==> src/rtl/sram_srw_access_master_pkg.sv <==
// Shared types and constants for the SRW SRAM access master and its response FIFO.
// Build option: SRAM_SRW_MASTER_WE_EN (per-byte write enables) is consumed by the
// interface and top; nothing here depends on it.
package sram_srw_pkg;

   localparam int SRW_MAX_RESP_DEPTH = 8;
   localparam int SRW_CNT_W          = 4;
   localparam int SRW_PTR_W          = $clog2(SRW_MAX_RESP_DEPTH);
   localparam int SRW_ADDR_W         = 14;
   localparam int SRW_DATA_W         = 32;

   typedef struct packed {
      logic                      read_not_write;
      logic [SRW_ADDR_W-1:0]     address;
      logic [SRW_DATA_W-1:0]     write_data;
      logic [SRW_DATA_W/8-1:0]   byte_enable;
   } t_sram_srw_req;

   // Circular pointer advance for a FIFO whose depth need not be a power of two.
   function automatic logic [SRW_PTR_W-1:0] srw_ptr_next(input logic [SRW_PTR_W-1:0] i_ptr,
                                                         input int                   i_depth);
      return (int'(i_ptr) == i_depth - 1) ? '0 : i_ptr + SRW_PTR_W'(1);
   endfunction

endpackage

==> src/rtl/sram_srw_access_master_if.sv <==
// Request/response/SRAM-port bundle for sram_srw_access_master.
// Build option: SRAM_SRW_MASTER_WE_EN adds req_byte_enable and widens
// sram_write_enable to one bit per data byte.
interface sram_srw_access_master_if #(
   parameter int address_width = 14,
   parameter int data_width    = 32
);
`ifdef SRAM_SRW_MASTER_WE_EN
   localparam int we_width = data_width / 8;
`else
   localparam int we_width = 1;
`endif

   logic                     req_valid;
   logic                     req_ready;
   logic                     req_read_not_write;
   logic [address_width-1:0] req_address;
   logic [data_width-1:0]    req_write_data;
`ifdef SRAM_SRW_MASTER_WE_EN
   logic [we_width-1:0]      req_byte_enable;
`endif
   logic                     resp_valid;
   logic                     resp_ready;
   logic [data_width-1:0]    resp_data;
   logic                     sram_select;
   logic                     sram_read_not_write;
   logic [address_width-1:0] sram_address;
   logic [data_width-1:0]    sram_write_data;
   logic [we_width-1:0]      sram_write_enable;
   logic [data_width-1:0]    sram_data_out;

   // Access-master side: consumes requests and SRAM read data, drives SRAM ports.
   modport master (
`ifdef SRAM_SRW_MASTER_WE_EN
      input  req_byte_enable,
`endif
      input  req_valid, req_read_not_write, req_address, req_write_data,
      input  resp_ready, sram_data_out,
      output req_ready, resp_valid, resp_data,
      output sram_select, sram_read_not_write, sram_address, sram_write_data,
      output sram_write_enable
   );

   // Client/SRAM side: the mirror image of master.
   modport slave (
`ifdef SRAM_SRW_MASTER_WE_EN
      output req_byte_enable,
`endif
      output req_valid, req_read_not_write, req_address, req_write_data,
      output resp_ready, sram_data_out,
      input  req_ready, resp_valid, resp_data,
      input  sram_select, sram_read_not_write, sram_address, sram_write_data,
      input  sram_write_enable
   );

endinterface

==> src/rtl/sram_srw_access_master_resp_fifo.sv <==
// Read-response FIFO: synchronous, depth resp_depth (2..8), head entry shown on o_data.
// Storage is sized for the maximum depth so the 3-bit pointers index it exactly.
module sram_srw_resp_fifo
   import sram_srw_pkg::*;
#(
   parameter int data_width = 32,
   parameter int resp_depth = 3
) (
   input  logic                  i_clk,
   input  logic                  i_rst_n,
   input  logic                  i_en,
   input  logic                  i_push,
   input  logic                  i_pop,
   input  logic [data_width-1:0] i_data,
   output logic [data_width-1:0] o_data,
   output logic                  o_valid,
   output logic [SRW_CNT_W-1:0]  o_count
);
   localparam logic [SRW_CNT_W-1:0] DEPTH_C = SRW_CNT_W'(resp_depth);

   logic [data_width-1:0] r_mem [SRW_MAX_RESP_DEPTH];
   logic [SRW_PTR_W-1:0]  r_wr_ptr;
   logic [SRW_PTR_W-1:0]  r_rd_ptr;
   logic [SRW_CNT_W-1:0]  r_count;
   logic                  w_pop;
   logic                  w_full;

   assign o_valid = (r_count != '0);
   assign o_count = r_count;
   assign o_data  = r_mem[r_rd_ptr];
   assign w_pop   = i_pop && o_valid;
   assign w_full  = (r_count == DEPTH_C);

   // Storage, pointers and occupancy; everything freezes while the clock enable is low.
   always_ff @(posedge i_clk) begin
      if (!i_rst_n) begin
         for (int i = 0; i < SRW_MAX_RESP_DEPTH; i++) r_mem[i] <= '0;
         r_wr_ptr <= '0;
         r_rd_ptr <= '0;
         r_count  <= '0;
      end else if (i_en) begin
         if (i_push) begin
            r_mem[r_wr_ptr] <= i_data;
            r_wr_ptr        <= srw_ptr_next(r_wr_ptr, resp_depth);
         end
         if (w_pop) r_rd_ptr <= srw_ptr_next(r_rd_ptr, resp_depth);
         case ({i_push, w_pop})
            2'b10:   r_count <= r_count + SRW_CNT_W'(1);
            2'b01:   r_count <= r_count - SRW_CNT_W'(1);
            default: r_count <= r_count;
         endcase
      end
   end

   // The top's credit rule keeps a push away from a full FIFO; catch it if that breaks.
   always_ff @(posedge i_clk) begin
      if (i_rst_n && i_en) assert (!(i_push && w_full));
   end

endmodule

==> src/rtl/sram_srw_access_master.sv <==
// Valid/ready front end driving a single-port SRW SRAM; read data returns through a
// small FIFO so responses survive back-pressure.
// Build option: SRAM_SRW_MASTER_WE_EN -> per-byte write enables from req_byte_enable.
module sram_srw_access_master
   import sram_srw_pkg::*;
#(
   parameter int address_width = 14,
   parameter int data_width    = 32,
   parameter int resp_depth    = 3
) (
   input logic                      i_sram_clock,
   input logic                      i_reset_n,
   input logic                      i_sram_clock__enable,
   sram_srw_access_master_if.master bus
);
   localparam logic [SRW_CNT_W-1:0] DEPTH_C = SRW_CNT_W'(resp_depth);

   logic                     r_inflight;
   logic [SRW_CNT_W-1:0]     w_count;
   logic                     w_credit;
   logic                     w_req_ready;
   logic                     w_fire;
   logic                     w_write_fire;
   logic                     w_resp_valid;
   logic                     w_pop;
   logic [address_width-1:0] w_address;
   logic [data_width-1:0]    w_write_data;

   // A credit counts both buffered entries and the read whose data lands this edge,
   // so a response never meets a full FIFO and req_ready never sees resp_ready.
   assign w_credit     = (w_count + SRW_CNT_W'(r_inflight)) < DEPTH_C;
   assign w_req_ready  = i_reset_n && i_sram_clock__enable && w_credit;
   assign w_fire       = bus.req_valid && w_req_ready;
   assign w_write_fire = w_fire && !bus.req_read_not_write;
   assign w_pop        = w_resp_valid && bus.resp_ready;
   assign w_address    = bus.req_address;
   assign w_write_data = bus.req_write_data;

   assign bus.req_ready           = w_req_ready;
   assign bus.resp_valid          = w_resp_valid;
   assign bus.sram_select         = w_fire;
   assign bus.sram_read_not_write = bus.req_read_not_write;
   assign bus.sram_address        = w_address;
   assign bus.sram_write_data     = w_write_data;
`ifdef SRAM_SRW_MASTER_WE_EN
   assign bus.sram_write_enable   = w_write_fire ? bus.req_byte_enable : '0;
`else
   assign bus.sram_write_enable   = w_write_fire;
`endif

   // Remember that a read was issued so its data is captured on the next enabled edge.
   always_ff @(posedge i_sram_clock) begin
      if (!i_reset_n) r_inflight <= 1'b0;
      else if (i_sram_clock__enable) r_inflight <= w_fire && bus.req_read_not_write;
   end

   sram_srw_resp_fifo #(
      .data_width (data_width),
      .resp_depth (resp_depth)
   ) u_resp_fifo (
      .i_clk   (i_sram_clock),
      .i_rst_n (i_reset_n),
      .i_en    (i_sram_clock__enable),
      .i_push  (r_inflight),
      .i_pop   (w_pop),
      .i_data  (bus.sram_data_out),
      .o_data  (bus.resp_data),
      .o_valid (w_resp_valid),
      .o_count (w_count)
   );

endmodule

==> src/flat_wrapper.sv <==
// flat-port wrapper written by rule: the top's interface ports become plain ports
module sram_srw_access_master_flat import sram_srw_pkg::*;
#(
   parameter int address_width = 14,
   parameter int data_width    = 32,
   parameter int resp_depth    = 3
)
  (i_sram_clock, i_reset_n, i_sram_clock__enable, bus_req_valid, bus_req_read_not_write, bus_req_address, bus_req_write_data, bus_resp_ready, bus_sram_data_out, bus_req_ready, bus_resp_valid, bus_resp_data, bus_sram_select, bus_sram_read_not_write, bus_sram_address, bus_sram_write_data, bus_sram_write_enable);
  sram_srw_access_master_if #(.address_width(address_width), .data_width(data_width)) bus_i ();
  input logic i_sram_clock;
  input logic i_reset_n;
  input logic i_sram_clock__enable;
  input wire logic [$bits(bus_i.req_valid)-1:0] bus_req_valid;
  input wire logic [$bits(bus_i.req_read_not_write)-1:0] bus_req_read_not_write;
  input wire logic [$bits(bus_i.req_address)-1:0] bus_req_address;
  input wire logic [$bits(bus_i.req_write_data)-1:0] bus_req_write_data;
  input wire logic [$bits(bus_i.resp_ready)-1:0] bus_resp_ready;
  input wire logic [$bits(bus_i.sram_data_out)-1:0] bus_sram_data_out;
  output wire logic [$bits(bus_i.req_ready)-1:0] bus_req_ready;
  output wire logic [$bits(bus_i.resp_valid)-1:0] bus_resp_valid;
  output wire logic [$bits(bus_i.resp_data)-1:0] bus_resp_data;
  output wire logic [$bits(bus_i.sram_select)-1:0] bus_sram_select;
  output wire logic [$bits(bus_i.sram_read_not_write)-1:0] bus_sram_read_not_write;
  output wire logic [$bits(bus_i.sram_address)-1:0] bus_sram_address;
  output wire logic [$bits(bus_i.sram_write_data)-1:0] bus_sram_write_data;
  output wire logic [$bits(bus_i.sram_write_enable)-1:0] bus_sram_write_enable;
  assign bus_i.req_valid = bus_req_valid;
  assign bus_i.req_read_not_write = bus_req_read_not_write;
  assign bus_i.req_address = bus_req_address;
  assign bus_i.req_write_data = bus_req_write_data;
  assign bus_i.resp_ready = bus_resp_ready;
  assign bus_i.sram_data_out = bus_sram_data_out;
  assign bus_req_ready = bus_i.req_ready;
  assign bus_resp_valid = bus_i.resp_valid;
  assign bus_resp_data = bus_i.resp_data;
  assign bus_sram_select = bus_i.sram_select;
  assign bus_sram_read_not_write = bus_i.sram_read_not_write;
  assign bus_sram_address = bus_i.sram_address;
  assign bus_sram_write_data = bus_i.sram_write_data;
  assign bus_sram_write_enable = bus_i.sram_write_enable;
  sram_srw_access_master #(.address_width(address_width), .data_width(data_width), .resp_depth(resp_depth)) u_core (.i_sram_clock(i_sram_clock), .i_reset_n(i_reset_n), .i_sram_clock__enable(i_sram_clock__enable), .bus(bus_i));
endmodule
==> config.mk <==
export PLATFORM = sky130hd
export DESIGN_NAME = sram_srw_access_master_flat
export DESIGN_NICKNAME = d
export VERILOG_FILES = /design/src/rtl/sram_srw_access_master_pkg.sv /design/src/rtl/sram_srw_access_master_if.sv /design/src/rtl/sram_srw_access_master_resp_fifo.sv /design/src/rtl/sram_srw_access_master.sv /design/src/flat_wrapper.sv
export SDC_FILE = /design/constraint.sdc
export NUM_CORES = 1
export LEC_CHECK = 0
export BUFFER_PORTS_ARGS = -buffer_cell sky130_fd_sc_hd__buf_2
export CORE_UTILIZATION = 58
export CTS_CLUSTER_SIZE = 10
export DETAILED_ROUTE_END_ITERATION = 10
export PLACE_DENSITY = 0.79
export SLEW_MARGIN = 20
export SYNTH_ARGS = -nofsm -noshare
export SYNTH_HDL_FRONTEND = slang
export SYNTH_SLANG_ARGS = --single-unit
==> constraint.sdc <==
create_clock -name i_sram_clock -period 4.7 [get_ports i_sram_clock]
set_input_delay 0.47 -clock i_sram_clock [delete_from_list [all_inputs] [get_ports i_sram_clock]]
set_output_delay 0.47 -clock i_sram_clock [all_outputs]
set_load 0.02 [all_outputs]
# Word-level counts from Yosys, hierarchy flattened
# Memory sizes are Yosys's and may differ from the RTL's. A register that Yosys moved wholly into a read port is not among the register bits.
# Index checks and enable logic that the tools add are counted.
dict set report classes {
  magnitude_cmp 1
  n_reduce_logical 14
  addsub 5
  eq_ne 4
  mux 13
}
# operator count
set op_table {}
lappend op_table {{2-to-1 mux 32 bit} 1}
lappend op_table {{OR reduction 32 bit} 1}
lappend op_table {{2-to-1 mux 3 bit} 5}
lappend op_table {{case mux 4 bit (2 select lines)} 1}
lappend op_table {{logical AND 1 bit} 7}
lappend op_table {{adder 3 x 1 -> 3 bit, second input constant} 2}
lappend op_table {{equality test 3 bit, second input constant} 2}
lappend op_table {{2-to-1 mux 1 bit} 6}
lappend op_table {{AND reduction 2 bit} 3}
lappend op_table {{adder 4 x 1 -> 4 bit} 1}
lappend op_table {{adder 4 x 1 -> 4 bit, second input constant} 1}
lappend op_table {{< comparator 4 x 2 -> 1 bit, second input constant} 1}
lappend op_table {{nonzero test 4 bit} 1}
lappend op_table {{subtractor 4 x 1 -> 4 bit, second input constant} 1}
lappend op_table {{equality test 2 x 1 -> 1 bit, second input constant} 1}
lappend op_table {{equality test 2 bit, second input constant} 1}
lappend op_table {{nonzero test 2 bit} 1}
lappend op_table {{zero test 1 bit} 1}
dict set report totals {
  output_inout_bits 83
  register_bits 11
  word_cells 42
  in_bits 84
  mem_bits_rw 256
  memories 1
}
# memory words width read_ports rd_clocked_by_memory_dff write_ports line
set mem_list {}
lappend mem_list {u_core.u_resp_fifo.r_mem 8 32 1 1 8 sram_srw_access_master_resp_fifo.sv:21} ;# logic [data_width-1:0] r_mem [SRW_MAX_RESP_DEPTH];

# Longest topological paths before layout
# Gate-level depths: netlist of the first run.
dict set report depth {
  ltp_word 6
  ltp_mapped 11
  depth_no_buf 9
}

# Hierarchy
# A second synthesis of the first run with hierarchy kept.
dict set report unflattened {
  hier_cells 800
  hier_area_um2 12695.9
}
# module cells_per_inst instances area_each_um2 seq_area_each_um2
set modules_own_cells {}
lappend modules_own_cells {sram_srw_resp_fifo 739 1 12210.5 7947.6}
lappend modules_own_cells {sram_srw_access_master 61 1 485.5 20.0}

# Least setup slack after synthesis of the first run
# OpenSTA, ideal clock, no wires.
dict set report synth_timing {
  path_kind {input to register}
  startpoint {in i_sram_clock__enable}
  endpoint {mem u_core.u_resp_fifo.r_mem[6][0], enable pin}
  setup_ns 0.466
  t_arrival_ns 3.324
  path_buffers 2
  setup_slack_ns 0.910
  required_ns 4.234
  stages 5
  path_cell_list {buf_4 -> nand2_1 -> or2_1 -> buf_6 -> o21ai_0}
}
# element line
set synth_lines {}
lappend synth_lines {{start: declaration} flat_wrapper.sv:12} ;# input logic i_sram_clock__enable;
lappend synth_lines {{end: declaration} sram_srw_access_master_resp_fifo.sv:21}

==> results of run 1 <==
layout make-up:
class / instances / area, um^2 / area share [%]
antenna: 1 / 2.502 / 0.01813
clock buffer: 44 / 834.6 / 6.047
clock inverter: 2 / 17.52 / 0.1269
inverter: 5 / 18.77 / 0.1360
multi-input combinational: 438 / 4065 / 29.46
sequential: 270 / 7973 / 57.77
tap: 275 / 344.1 / 2.493
timing repair buffer: 92 / 545.5 / 3.953
synthesized netlist by cell type (2+ instances only):
cell type,instances,area (um^2)
and2_1,257,1608
edfxtp_1,256,7687
mux4_2,64,1441
buf_4,49,367.9
mux2_2,32,360.4
clkbuf_1,19,71.32
dfxtp_1,14,280.3
buf_6,11,123.9
nand2_1,10,37.54
buf_1,9,33.78
o21ai_0,9,45.04
clkbuf_2,8,40.04
nor2_1,8,30.03
a21oi_1,7,35.03
ha_1,5,62.56
mux2i_1,4,40.04
xor2_1,4,35.03
inv_1,3,11.26
nand2b_1,3,18.77
nand3_1,3,15.01
nand4_1,3,18.77
nor2_2,3,18.77
nor2b_1,3,18.77
a311oi_1,2,17.52
and3_1,2,12.51
nor3_1,2,10.01
or2b_1,2,15.01
xnor2_1,2,17.52
flip-flops by register name, indices dropped and copies added, names as in the netlist, named ones only:
register,cells
u_core.r_inflight,1
u_core.u_resp_fifo.o_count,4
u_core.u_resp_fifo.r_mem,256
u_core.u_resp_fifo.r_rd_ptr,3
u_core.u_resp_fifo.r_wr_ptr,3
kinds of logic after synthesis:
group	synth area share, %
XOR/XNOR	0.4167
flip-flops	63.19
buffers and inverters	5.239
AND/OR/NAND/NOR	15.02
adder cells (fa/ha/maj)	0.4961
AO/OA/AOI/OAI	1.032
multiplexers	14.61
path summary, 6_finish.rpt:
check / end / slack, ps / depth (start not counted)
setup reg to reg: u_core.u_resp_fifo.o_count[3] / 2010 / 7
hold reg to reg: u_core.u_resp_fifo.o_count[3] / 510 / 2
setup / recovery: bus_resp_data[10] / 1300 / 4
hold / removal: u_core.r_inflight / 260 / 3
critical path: stages (launching register included):
cell	delay, ps
dfxtp_4	870
buf_4	450
mux4_2	560
mux2_2	290
buf_2	170
routing by layer:
layer	global-route usage (%)	wire (um)	up-vias
li1	-	-	2971
met1	31.27	9771	3421
met2	42.55	13480	306
met3	3.689	2015	76
met4	8.724	717	0
met5	0	0	-
power groups by stage:
stage               Clock [mW]  Sequential (mW)  Combinational (mW)
floorplan                    0             2.77               0.164
global placement             0             2.77               0.190
detailed placement           0             2.78               0.202
CTS                       2.10             2.73               0.203
global route              2.20             2.73               0.214
finish                    2.08             2.73               0.199
==> flow_summary.yaml, run 1 <==
timing:
  skew_ps: 30.48
  holdWs_ps: 255.2
  setup_slack_ps: 1298
  fin_crit_sh_pct: 72.38
  drv_slew: 0
  finalHoldViolations: 0
  rsz0062_at_grt: "false"
  maxSlewHeadroom_pct: 39.73
  setup_viol: 0
  fin_crit_ps: 3402
  tns_ps: 0
  worst_pin_slew_ps: 904.1
  max_freq_ghz: 0.2940
yosys:
  synth_flop_cell: "edfxtp_1"
  ys_seq_elements: 270
  synthCells: 810
  syn_area_um2: 12610
  yosys_warnings: 0
  syn-num-nets: 899
  avgSynthCellArea_um2: 15.57
  ys_types: 44
  synth_edf_count: 256
  seq_area_frac_synth_pct: 63.19
  async_flop_share_pct: 0
clock_tree:
  ctsResizeCount: 0
  cts_made_buffers: 31
  cts_tree: "built"
  worstSkewPairLatency_ps: 560
  cts.sink_count: 270
  cts.clk_slew.worst_paths_ps: 50
  postCtsHoldBufs: 0
  clk_path_buf_depth: 3
  cts_root_buf: "clkbuf_16"
  postCtsSetupBuffers: 0
  cts.htree.levels: 1
finish:
  post-route-util_pct: 65.24
  syn2layout_area_growth_pct: 9.446
  fill_cells: 1412
  stdcell_count: 1127
  final_nets: 927
  final_cell_area_um2: 13800
  layout_commonest_cell: "and2_1"
  post_route_cells_drive_above_1_share_pct: 28.67
  layout_common_cells: "and2_1 (257), edfxtp_1 (256), buf_2 (74)"
global_routing:
  grt_max_degree: 42
  grt_pass1_vias: 7269
  overflow: 0
  antenna_found_initial: 1
  grtUsageTotal_pct: 24.47
  grt_pass1_wl_mm: 40.62
routing:
  drt-total-wl_mm: 25.98
  viasPerCell: 6.011
  dr.pass1.iters: 5
  ant_nets: 0
  first_iter_violations: 544
  drc: 0
  num_vias: 6774
  avgRoutedWirePerCell_um: 23.05
power_and_ir_drop:
  total_power_mw: 5.009
  peakVddDrop_v: 0.0002882
  power.internal_mw: 3.982
  switching_share_pct: 20.50
  p_clk_share_pct: 41.6
  leakagePower_nw: 5.079
  power_density_nw_per_um2: 362.9
  combPwrFrac_pct: 4.0
  p_switching_mw: 1.027
  p_seq_share_pct: 54.4
hold_path:
  hold_path_class: "in2reg"
  hp-start: "bus_req_read_not_write"
floorplanning:
  core_um2: 21150
  placementRows: 53
  die_h_um: 149.4
  fp.dieArea_um2: 22330
  start_util_pct: 59.61
  io_pins: 167
  die-width_um: 149.4
critical_path:
  crit_type: "reg2out"
  cp.required_ps: 4230
  reg2reg_from: "u_core.u_resp_fifo.o_count[1]"
  endpoint_kind: "output port"
  crit_fanout: 41
  cp.arrival_ps: 2930
  start_kind: "flip-flop"
placed_design:
  placedInstanceArea_um2: 12950
  place_ws_ps: 1487
  io_buffers: 74
  dp_hpwl_mm: 16.20
  placed_cells: 1080
  routabilityCongestion: 0.7426
run:
  maxCapViolCount: 0
status:
  status: "finished, final reports clean"
(Power assumes the default switching activity.)
==> inputs of run 2 (changes only) <==
==> constraint.sdc (replaced) <==
create_clock -name i_sram_clock -period 3.2 [get_ports i_sram_clock]
set_input_delay 0.32 -clock i_sram_clock [delete_from_list [all_inputs] [get_ports i_sram_clock]]
set_output_delay 0.32 -clock i_sram_clock [all_outputs]
set_load 0.02 [all_outputs]
==> run 2 against run 1 <==
  * Critical path depth unchanged
  * Sequential share of layout area decreased by 0.27 points
  * Core utilization increased by 0.30 points
  * Via count about the same
  * Global-route usage decreased by 0.19 points
  * Count of clock-buffer cells in the layout unchanged
  * Flip-flop and latch count unchanged
  * Power increased by 46%
  * Cell count increased by 0.80%
  * Hold slack got worse by 160 ps
  * Design area increased by 0.46%
  * Worst setup slack got worse by 1000 ps
  * Largest power group unchanged
==> flow_summary.yaml, run 2 (synthesized netlist as in run 1, its figures left out) <==
critical_path:
  worstPathCellList: "buf_12 > mux4_2 > mux2_2 > buf_2"
  crit_fanout: 31
  cp.arrival_ps: 2600
  endpoint_kind: "output port"
  crit_type: "reg2out"
  start_kind: "flip-flop"
  r2r-end: "u_core.u_resp_fifo.o_count[2]"
  cp_slowest_stage_delay_ps: 630
  path_delay_family: "multiplexers"
  cp_slowest_cell: "dfxtp_4"
  cp.required_ps: 2880
  r2r_slack_ps: 810
  r2r_cells: 10
  path_buf_inv: 2
  reg2reg_from: "u_core.u_resp_fifo.o_count[1]"
routing:
  first_iter_violations: 583
  wl_met2_mm: 13.58
  top_layer: "met4"
  wl_met3_mm: 2.057
  avgRoutedWirePerCell_um: 23.00
  num_vias: 6777
  viasPerCell: 5.966
  ant_nets: 0
  dr.pass1.iters: 5
  wl_met1_mm: 9.864
  drt-total-wl_mm: 26.13
  drc: 0
power_and_ir_drop:
  peakVddDrop_v: 0.0003005
  total_power_mw: 7.289
  power_density_nw_per_um2: 525.7
  leakagePower_nw: 5.118
timing:
  rsz0062_at_grt: "false"
  worst_pin_slew_ps: 606.3
  fin_crit_ps: 2916
  drv_slew: 0
  skew_ps: 19.11
  setup_slack_ps: 284.0
  fin_crit_sh_pct: 91.12
  maxSlewHeadroom_pct: 59.42
  finalHoldViolations: 0
  max_freq_ghz: 0.3429
  setup_viol: 0
clock_tree:
  worstSkewPairLatency_ps: 550
  cts_made_buffers: 31
  cts_root_buf: "clkbuf_16"
  cts_tree: "built"
  postCtsHoldBufs: 0
  postCtsSetupBuffers: 0
  cts.htree.levels: 1
  clk_path_buf_depth: 3
  ctsResizeCount: 0
  cts.sink_count: 270
  cts.clk_slew.worst_paths_ps: 50
placed_design:
  io_buffers: 74
  place_ws_ps: 710.3
  dp_hpwl_mm: 15.83
  placed_cells: 1089
  routabilityCongestion: 0.7947
global_routing:
  grt_pass1_vias: 7215
  overflow: 0
  grt_max_degree: 65
  antenna_found_initial: 1
  grt_pass1_wl_mm: 40.14
  grtUsageTotal_pct: 24.28
finish:
  largest_reg_flops: 256
  fill_cells: 1423
  post_route_cells_drive_above_1_share_pct: 29.19
  stdcell_count: 1136
  final_nets: 936
  post-route-util_pct: 65.54
  layout_commonest_cell: "and2_1"
  top_register: "u_core.u_resp_fifo.r_mem"
  syn2layout_area_growth_pct: 9.952
  layout_common_cells: "and2_1 (257), edfxtp_1 (256), buf_2 (74)"
  regArea_um2: 7973
  multi_input_area_um2: 4056
hold_path:
  hold_path_class: "in2reg"
  hold_depth: 3
  hp-start: "bus_req_read_not_write"
  hold_path_end: "u_core.r_inflight"
floorplanning:
  fp.dieArea_um2: 22330
  start_util_pct: 59.61
  die_h_um: 149.4
  core_um2: 21150
  die-width_um: 149.4
  placementRows: 53
  io_pins: 167
status:
  status: "finished, final reports clean"
run:
  maxCapViolCount: 0
run 2: cell types whose count changed in the layout (fill, tap and decap cells not counted), sizes merged:
cell / change
buf: +9
clkinv: +1
inv: -1
run 2: where the power goes:
| group | total, mW | switching [mW] | leakage (nW) | internal (mW) |
|---|---|---|---|---|
| clock network | 2.99 | 1.24 | 0.405 | 1.75 |
| registers | 4.00 | 0.0340 | 2.76 | 3.97 |
| logic | 0.300 | 0.192 | 1.96 | 0.108 |
| total | 7.29 | 1.46 | 5.12 | 5.82 |
run 2: final cells by class:
cell class,count,share of cell area [%]
multi-input cells,438,29.26
well taps,275,2.482
diodes,1,0.01805
repair buffers,101,4.584
clock buffers,44,5.947
inverters,5,0.1354
flip-flops and latches,270,57.50
clock inverters,2,0.07220
run 2: stage by stage:
step | hold WS (ps) | area [um^2] | setup TNS, ps
floorplan | 473.2 | 12610 | -28930
global placement | 494.4 | 13030 | 0
detailed placement | 512.2 | 13030 | 0
CTS | 75.05 | 13860 | 0
global route | 91.99 | 13860 | 0
finish | 95.83 | 13860 | 0
run 2: tightest hold or removal path: stages:
cell and delay, ps:
buf_2 110, nand3_1 70, o32ai_1 70
run 2: worst max path at each step:
stage	cells after the start	slack [ps]	end
3_5_place_dp	5	710	u_core.u_resp_fifo.r_mem[0][25]
3_3_place_gp	5	790	u_core.u_resp_fifo.r_mem[0][23]
5_1_grt	4	140	bus_resp_data[1]
2_1_floorplan	3	-450	u_core.u_resp_fifo.r_mem[0][0]
6_report	4	280	bus_resp_data[1]
4_1_cts	4	230	bus_resp_data[20]
run 2: routing by layer:
| layer | global-route usage [%] | vias up |
|---|---|---|
| met3 | 4.756 | 79 |
| met2 | 42.50 | 300 |
| met1 | 30.08 | 3418 |
| met4 | 8.418 | 0 |
| met5 | 0 | - |
| li1 | - | 2980 |
==> inputs of run 3 (changes only) <==
==> constraint.sdc (replaced) <==
create_clock -name i_sram_clock -period 3.11 [get_ports i_sram_clock]
set_input_delay 0.311 -clock i_sram_clock [delete_from_list [all_inputs] [get_ports i_sram_clock]]
set_output_delay 0.311 -clock i_sram_clock [all_outputs]
set_load 0.02 [all_outputs]
==> run 3 against run 2 <==
  * Critical path depth grew 3
  * First-iteration DRC count grew 8.7%
  * Wire length shrank 2.1%
  * Clock power grew 3%
  * Clock skew shrank 8.0 ps
  * Sequential power grew 3%
  * Non-clock buffer count grew 2
  * Global-route usage shrank 0.19 points
  * Largest cell class unchanged
  * Flip-flop and latch count is the same
  * Design area grew 0.25%
  * Critical path type unchanged
  * Critical endpoint is now bus_sram_write_enable
  * Core utilization grew 0.17 points
==> flow_summary.yaml, run 3 (synthesized netlist as in run 1, its figures left out) <==
routing:
  drc: 0
  num_vias: 6794
  first_iter_violations: 634
  viasPerCell: 5.981
  dr.pass1.iters: 6
  drt-total-wl_mm: 25.58
  ant_nets: 0
  avgRoutedWirePerCell_um: 22.52
global_routing:
  grt_max_degree: 36
  overflow: 0
  grt_pass1_vias: 7251
  antenna_found_initial: 1
  grt_pass1_wl_mm: 40.25
  grtUsageTotal_pct: 24.09
placed_design:
  io_buffers: 74
  place_ws_ps: 686.7
  dp_hpwl_mm: 16.18
  routabilityCongestion: 0.7839
hold_path:
  hold_path_class: "in2reg"
  hold_depth: 3
  hp-start: "bus_req_read_not_write"
  hold_path_end: "u_core.r_inflight"
critical_path:
  reg2reg_from: "u_core.u_resp_fifo.o_count[1]"
  r2r_cells: 10
  endpoint_kind: "output port"
  start_kind: "flip-flop"
  cp.required_ps: 2800
  r2r_slack_ps: 670
  crit_fanout: 8
  crit_type: "reg2out"
  r2r-end: "u_core.u_resp_fifo.o_count[2]"
  cp.arrival_ps: 2520
finish:
  top_register: "u_core.u_resp_fifo.r_mem"
  largest_reg_flops: 256
  syn2layout_area_growth_pct: 10.23
  layout_common_cells: "and2_1 (257), edfxtp_1 (256), buf_2 (74)"
  post-route-util_pct: 65.71
  final_nets: 938
  post_route_cells_drive_above_1_share_pct: 29.30
  layout_commonest_cell: "and2_1"
power_and_ir_drop:
  leakagePower_nw: 5.128
  peakVddDrop_v: 0.0003501
  power_density_nw_per_um2: 538.8
floorplanning:
  fp.dieArea_um2: 22330
  start_util_pct: 59.61
  placementRows: 53
  io_pins: 167
  core_um2: 21150
  die-width_um: 149.4
  die_h_um: 149.4
timing:
  fin_crit_sh_pct: 90.93
  skew_ps: 11.14
  tns_ps: 0
  fin_crit_ps: 2828
  max_freq_ghz: 0.3536
  drv_slew: 0
  setup_slack_ps: 282.0
  maxSlewHeadroom_pct: 59.37
  finalHoldViolations: 0
  setup_viol: 0
  worst_pin_slew_ps: 607.1
  rsz0062_at_grt: "false"
run:
  maxCapViolCount: 0
clock_tree:
  clk_path_buf_depth: 3
  cts.htree.levels: 1
  postCtsSetupBuffers: 0
  cts_made_buffers: 31
  cts.clk_slew.worst_paths_ps: 50
  postCtsHoldBufs: 0
  worstSkewPairLatency_ps: 530
  cts.sink_count: 270
  cts_root_buf: "clkbuf_16"
  cts_tree: "built"
  ctsResizeCount: 0
status:
  status: "finished, final reports clean"
## run 3: cell types whose count changed in the layout (fill, tap and decap cells not counted), sizes merged
cell and delta:
clkbuf -1, buf +2, clkinv -2, inv +1
## run 3: metrics by stage
step	area, um^2	total power [mW]	hold WS (ps)	std cells
after floorplan	12610	4.429	473.2	810
after global placement	13070	4.477	496.2	1091
after detailed placement	13070	4.499	518.1	1091
after CTS	13900	7.529	72.32	1135
after global routing	13900	7.696	117.1	1135
final	13900	7.489	84.54	1136
## run 3: worst max path at each step
stage / end / depth (start not counted) / slack, ps / startpoint
after detailed placement: u_core.u_resp_fifo.o_count[2] / 10 / 690 / u_core.u_resp_fifo.o_count[1]
final: bus_sram_write_enable / 7 / 280 / u_core.r_inflight
after global routing: bus_sram_write_enable / 7 / 150 / u_core.r_inflight
after CTS: bus_resp_data[1] / 4 / 240 / flip-flop
after floorplan: u_core.u_resp_fifo.r_mem[0][0] / 3 / -540 / u_core.r_inflight
after global placement: u_core.u_resp_fifo.r_mem[0][14] / 5 / 810 / i_reset_n
## run 3: metal layers
metal / up-vias / wire length (um) / share of wire (%) / global-route usage [%]
met1: 3457 / 10010 / 39 / 31.28
met3: 72 / 1961 / 7.7 / 4.604
met4: 0 / 624 / 2.4 / 7.755
met2: 279 / 12980 / 51 / 40.97
met5: - / 0 / 0 / 0
li1: 2986 / - / - / -
## run 3: cell type report
type / instances / area (um^2)
multi-input cells: 438 / 4056
diodes: 1 / 2.502
inverters: 5 / 18.77
well taps: 275 / 344.1
repair buffers: 103 / 675.6
clock buffers: 43 / 820.8
fillers: 1415 / 7254
clock inverters: 1 / 8.758
flip-flops and latches: 270 / 7973
## run 3: worst max-delay path, cell delays in order, from the launching register on
cell and delay, ps:
dfxtp_1 490, ha_1 260, ha_1 230, and2_1 170, a2111oi_2 380, nand2_1 170, nor2_1 110, buf_2 170
## run 3: power breakdown
part / internal [mW] / switching [mW] / leakage (nW)
clock network: 1.80 / 1.27 / 0.401
logic: 0.109 / 0.195 / 1.97
registers: 4.08 / 0.0354 / 2.76
